$ cat config.mk
export PLATFORM = sky130hd
export DESIGN_NAME = bit_register_bank
export DESIGN_NICKNAME = d
export VERILOG_FILES = /design/src/rtl/reg_pkg.sv /design/src/rtl/bit_sel_decoder.sv /design/src/rtl/bit_register_bank.sv
export SDC_FILE = /design/constraint.sdc
export NUM_CORES = 1
export LEC_CHECK = 0
export BUFFER_PORTS_ARGS = -buffer_cell sky130_fd_sc_hd__buf_4
export CORE_ASPECT_RATIO = 0.75
export CORE_MARGIN = 5
export CORE_UTILIZATION = 50
export CTS_CLUSTER_SIZE = 14
export DETAILED_ROUTE_END_ITERATION = 16
export PLACE_DENSITY = 0.7
export SYNTH_ARGS = -nofsm -noshare
export SYNTH_HDL_FRONTEND = slang
export SYNTH_SLANG_ARGS = --single-unit
$ cat constraint.sdc
create_clock -name clk -period 1.7 [get_ports clk]
set_input_delay 0.085 -clock clk [delete_from_list [all_inputs] [get_ports clk]]
set_output_delay 0.085 -clock clk [all_outputs]
set_load 0.005 [all_outputs]
$ cat src/rtl/reg_pkg.sv
// Shared definitions for the bit register bank: op encodings and width helper.
// Latency: none (constants and pure functions only).
// Backpressure: none.
package reg_pkg;

  // Bit-operation encodings carried on the 2-bit op input.
  localparam logic [1:0] OP_WRITE  = 2'b00;  // bit <= bit_in
  localparam logic [1:0] OP_SET    = 2'b01;  // bit <= 1
  localparam logic [1:0] OP_RESET  = 2'b10;  // bit <= 0
  localparam logic [1:0] OP_TOGGLE = 2'b11;  // bit <= ~bit

  // Address width for a given word count; a single-word bank still gets a
  // one-bit address so the port never collapses to zero width.
  function automatic int addr_width(input int words);
    return (words > 1) ? $clog2(words) : 1;
  endfunction

endpackage

$ cat src/rtl/bit_sel_decoder.sv
// One-hot decoder turning a bit index into a write mask.
// Latency: combinational.
// Backpressure: none.
//
// Ports:
//   sel  - bit index within the word
//   en   - decode enable; mask is all zero when low
//   mask - one-hot mask, all zero when disabled or sel >= WIDTH
module bit_sel_decoder #(
  parameter int WIDTH = 8,
  localparam int BW = $clog2(WIDTH)
) (
  input  logic [BW-1:0]    sel,
  input  logic             en,
  output logic [WIDTH-1:0] mask
);

  // Only indices below WIDTH are compared, so an out-of-range select
  // matches nothing and the mask stays zero.
  always_comb begin
    mask = '0;
    for (int i = 0; i < WIDTH; i++) begin
      mask[i] = en && (int'(sel) == i);
    end
  end

endmodule

$ cat src/rtl/bit_register_bank.sv
// Bank of WORDS x WIDTH registers with per-bit ops, word writes and edge flags.
// Latency: writes land on the clock edge; reads are registered, 1 cycle (read-old).
// Backpressure: none; every strobe is accepted in the cycle it is presented.
//
// Ports:
//   clk, rst_n                      - clock, async active-low reset
//   wr_en, op, bit_sel, bit_in      - single-bit operation on word_addr
//   word_wr_en, word_in             - full-word write to word_addr
//   rd_addr, rd_bit_sel             - read word / bit select
//   rd_data, rd_bit                 - registered read word and selected bit
//   rd_rise, rd_fall                - registered 0->1 / 1->0 flags of the read word
//   addr_err                        - one-cycle pulse on an out-of-range write
module bit_register_bank
  import reg_pkg::*;
#(
  parameter int WORDS = 4,
  parameter int WIDTH = 8,
  localparam int AW = addr_width(WORDS),
  localparam int BW = $clog2(WIDTH)
) (
  input  logic             clk,
  input  logic             rst_n,
  input  logic             wr_en,
  input  logic [1:0]       op,
  input  logic [AW-1:0]    word_addr,
  input  logic [BW-1:0]    bit_sel,
  input  logic             bit_in,
  input  logic             word_wr_en,
  input  logic [WIDTH-1:0] word_in,
  input  logic [AW-1:0]    rd_addr,
  input  logic [BW-1:0]    rd_bit_sel,
  output logic [WIDTH-1:0] rd_data,
  output logic             rd_bit,
  output logic [WIDTH-1:0] rd_rise,
  output logic [WIDTH-1:0] rd_fall,
  output logic             addr_err
);

  // Limits widened by one bit so the compare is exact even when WORDS or
  // WIDTH is a power of two.
  localparam logic [AW:0] WORDS_LIM = (AW + 1)'(WORDS);
  localparam logic [BW:0] WIDTH_LIM = (BW + 1)'(WIDTH);

  logic [WIDTH-1:0] mem      [WORDS];
  logic [WIDTH-1:0] prev     [WORDS];
  logic [WIDTH-1:0] mem_next [WORDS];

  logic             addr_ok;
  logic             bit_ok;
  logic             err_next;
  logic [WIDTH-1:0] bit_mask;
  logic             hit;
  logic [WIDTH-1:0] word_res;
  logic [WIDTH-1:0] op_res;
  logic [WIDTH-1:0] mask_w;
  logic [WIDTH-1:0] rd_word;
  logic [WIDTH-1:0] rd_prev;
  logic [BW-1:0]    rd_sel_q;

  assign addr_ok = {1'b0, word_addr} < WORDS_LIM;
  assign bit_ok  = {1'b0, bit_sel} < WIDTH_LIM;

  // A bit op with a bad word or bit index is dropped; a word write only
  // cares about the word index.
  assign err_next = (wr_en && (!addr_ok || !bit_ok)) || (word_wr_en && !addr_ok);

  bit_sel_decoder #(
    .WIDTH (WIDTH)
  ) u_bit_sel_decoder (
    .sel  (bit_sel),
    .en   (wr_en),
    .mask (bit_mask)
  );

  // Per-word next state. The word write is resolved first so that a bit op
  // in the same cycle overlays it, and TOGGLE inverts the freshly written
  // value. An out-of-range word_addr matches no word, so nothing changes.
  always_comb begin
    hit      = 1'b0;
    word_res = '0;
    op_res   = '0;
    mask_w   = '0;
    for (int w = 0; w < WORDS; w++) begin
      hit      = (word_addr == AW'(w));
      word_res = (word_wr_en && hit) ? word_in : mem[w];
      case (op)
        OP_WRITE:  op_res = {WIDTH{bit_in}};
        OP_SET:    op_res = '1;
        OP_RESET:  op_res = '0;
        default:   op_res = ~word_res;
      endcase
      mask_w      = hit ? bit_mask : '0;
      mem_next[w] = (word_res & ~mask_w) | (op_res & mask_w);
    end
  end

  // Read mux; an out-of-range rd_addr falls through to zero for both the
  // data and the snapshot, which also zeroes the edge flags.
  always_comb begin
    rd_word = '0;
    rd_prev = '0;
    for (int w = 0; w < WORDS; w++) begin
      if (rd_addr == AW'(w)) begin
        rd_word = mem[w];
        rd_prev = prev[w];
      end
    end
  end

  always_ff @(posedge clk or negedge rst_n) begin
    if (!rst_n) begin
      for (int w = 0; w < WORDS; w++) begin
        mem[w]  <= '0;
        prev[w] <= '0;
      end
      rd_data  <= '0;
      rd_rise  <= '0;
      rd_fall  <= '0;
      rd_sel_q <= '0;
      addr_err <= 1'b0;
    end else begin
      for (int w = 0; w < WORDS; w++) begin
        mem[w]  <= mem_next[w];
        prev[w] <= mem[w];
      end
      rd_data  <= rd_word;
      rd_rise  <= rd_word & ~rd_prev;
      rd_fall  <= ~rd_word & rd_prev;
      rd_sel_q <= rd_bit_sel;
      addr_err <= err_next;
    end
  end

  // Selected bit of the registered word; a select past WIDTH yields 0.
  always_comb begin
    rd_bit = 1'b0;
    for (int i = 0; i < WIDTH; i++) begin
      if (rd_sel_q == BW'(i)) begin
        rd_bit = rd_data[i];
      end
    end
  end

endmodule

==> flow_summary.yaml <==
clock_network:
  numCtsBuffers: 9
  clk_path_buf_depth: 2
  cts_tree: "done"
  clk_pin_slew_ns: 0.09
  h-tree-depth: 3
  post-cts-setup-buffers: 0
  clkLatencyLatePin_ns: 0.35
  cts_root_buf: "clkbuf_8"
  clock_sinks: 91
yosys:
  synth_seq_cells: 91
  synth_fp_nets: 342
  netlist_area_um2: 4093
  yosys_warnings: 0
  syn_inst: 317
  avgSynthCellArea_um2: 12.91
  synth_edf_count: 0
  ys_types: 33
  ys_seq_area_share_pct: 55.64
  async_reset_ff_share_pct: 100.0
  ys.flop_type: "dfrtp_1"
timing:
  finClkSkew_ns: 0.009726
  setup_ws_ns: -0.05195
  hold_violations: 0
  rsz0062_at_grt: "yes"
  fin_crit_sh_pct: 103.1
  fmax_mhz: 570.8
  setup_viol: 1
  tightest_slew_ns: 0.5793
  fin_crit_ns: 1.752
  slew_violations: 0
  max_slew_margin_pct: 60.84
setup_path:
  worstSetupStartpointType: "flop"
  r2r_slack_ns: 0.48
  critPathMaxFanout: 2
  critical_path_required_ns: 1.62
  critical_path_class: "reg2out"
  end_kind: "output port"
  arrival_ns: 1.67
job:
  cap_viol_max_count: 0
die:
  io_pins: 51
  die_area_um2: 10110
  dieHeight_um: 88.35
  rows: 28
  core_area_um2: 7918
  die-width_um: 114.5
  start_util_pct: 51.69
layout:
  fillCellCount: 673
  layout_commonest_cell: "dfrtp_1"
  syn2layout_area_growth_pct: 16.33
  final_cell_mix: "91 x dfrtp_1, 53 x buf_4, 32 x mux2i_1"
  drive_gt1_share_pct: 26.02
  fin_util_pct: 60.13
  fin_nets: 389
  antenna_cells: 0
detailed_routing:
  post_drt_wl_per_cell_um: 19.01
  drtIter0Drc: 178
  firstDrtPassIters: 4
  ant_nets: 0
  vias_per_cell: 5.814
  drcViolationCount: 0
  drt-total-wl_um: 9012
  vias: 2756
pwr:
  ir_drop_mv: 0.6239
  p_int_uw: 3971
  p_sw_share_pct: 27.55
  p_leak_uw: 0.002116
  clock_power_share_pct: 26.6
  p_per_area_nw_per_um2: 1151
  seqPwrFrac_pct: 52.5
  p_sw_uw: 1510
  comb_power_share_pct: 20.9
outcome:
  violations: "setup timing"
  status: "finished, violations left"
place:
  io_buffers: 49
  detailedPlace.worstSlack_ns: 0.2668
  place_hpwl_um: 6052
  gp_congestion: 0.7935
global_route:
  grt_start_max_net_pins: 44
  grt_pass1_vias: 2792
  grt_usage_pct: 19.15
  grt_antenna_before_repair: 0
  grt_pass1_wl_um: 14720
  overflow: 0
hold_path:
  hold_class: "in2reg"
## per-stage QoR
step                      hold slack [ns]  instances  power, uW  instance area [um2]  TNS [ns]
after floorplan                   -0.2106        317       3500                 4093         0
final                             0.07144        474       5481                 4761  -0.05195
after global placement           0.002205        454       4007                 4513         0
after global routing              0.07975        474       5779                 4761   -0.1435
after CTS                         0.05141        474       5536                 4761  -0.04692
after detailed placement         0.008117        454       4067                 4513         0
## path summary, 6_finish.rpt
| check | start | end | cells past startpoint |
|---|---|---|---|
| min | word_addr[1] | mem[7] | 3 |
| max in group asynchronous | rst_n | mem[25] | 3 |
| max | rd_sel_q[0] | rd_bit | 3 |
| min in group asynchronous | rst_n | rd_sel_q[0] | 2 |
| max reg2reg | mem[6] | rd_rise[6] | 2 |
| min reg2reg | mem[20] | prev[20] | 0 |
## layout make-up
class	instances	area [um2]	share of cell area, %
flip-flops and latches	91	2277	47.83
well taps	105	131.4	2.760
repair buffers	59	469.2	9.855
multi-input cells	203	1683	35.35
clock buffers	9	123.9	2.602
clock inverters	7	76.32	1.603
## critical path, cell delays in order (launching register included)
cell     delay (ns)
dfrtp_1        0.40
mux4_2         0.51
mux2_4         0.29
buf_6          0.12
## power groups by stage
stage          logic, uW  registers (uW)  clock network (uW)
6_report            1150            2880                1460
5_1_grt             1260            2940                1590
4_1_cts             1150            2890                1500
3_5_place_dp        1130            2930                   0
3_3_place_gp        1110            2900                   0
2_1_floorplan        641            2860                   0
## Yosys cell counts, types with 4 or more instances
| library cell | count | share of area, % |
|---|---|---|
| mux4_2 | 18 | 9.9 |
| a211o_1 | 8 | 1.7 |
| clkbuf_1 | 6 | 0.55 |
| nand2_1 | 26 | 2.4 |
| buf_2 | 6 | 0.73 |
| dfrtp_1 | 91 | 56 |
| and3_1 | 8 | 1.2 |
| a2111oi_0 | 24 | 5.1 |
| a21oi_1 | 24 | 2.9 |
| buf_6 | 4 | 1.1 |
| nor2b_1 | 16 | 2.4 |
| nor2_1 | 20 | 1.8 |
| mux2i_1 | 32 | 7.8 |
## cell families (layout without fill, tap and decap cells)
logic type	count (synthesis)	in the layout	share of synthesized area, %
DFF	91	91	55.64
buffers and inverters	23	75	3.332
AOI/OAI and AO/OA	56	56	9.783
other	1	1	0.09163
muxes	51	51	18.01
and+or+nand+nor	95	95	13.15
## sequential cells by signal (all words and copies together) (netlist names)
signal	cells
rd_fall	8
prev	32
rd_rise	8
mem	32
rd_data	8
rd_sel_q	3
## repair_timing
action / in CTS / in global routing
endpoints found under the setup margin: 1 / 1
hold buffers: 4 / 0
gates resized for setup: 2 / 0
pin swaps: 0 / 0
endpoints found under the hold margin: 69 / 0
## metal layers
metal  global-route usage, %  up-vias  part of all wire [%]  routed length, um
li1                        -     1276                     -                  -
met1                   27.85     1382                    46               4170
met2                   29.48       89                    46               4109
met3                   4.443        9                   7.1                643
met4                   4.962        0                  0.98                 88
met5                       0        -                     0                  0
No activity file was read; power rests on OpenSTA's default activity.
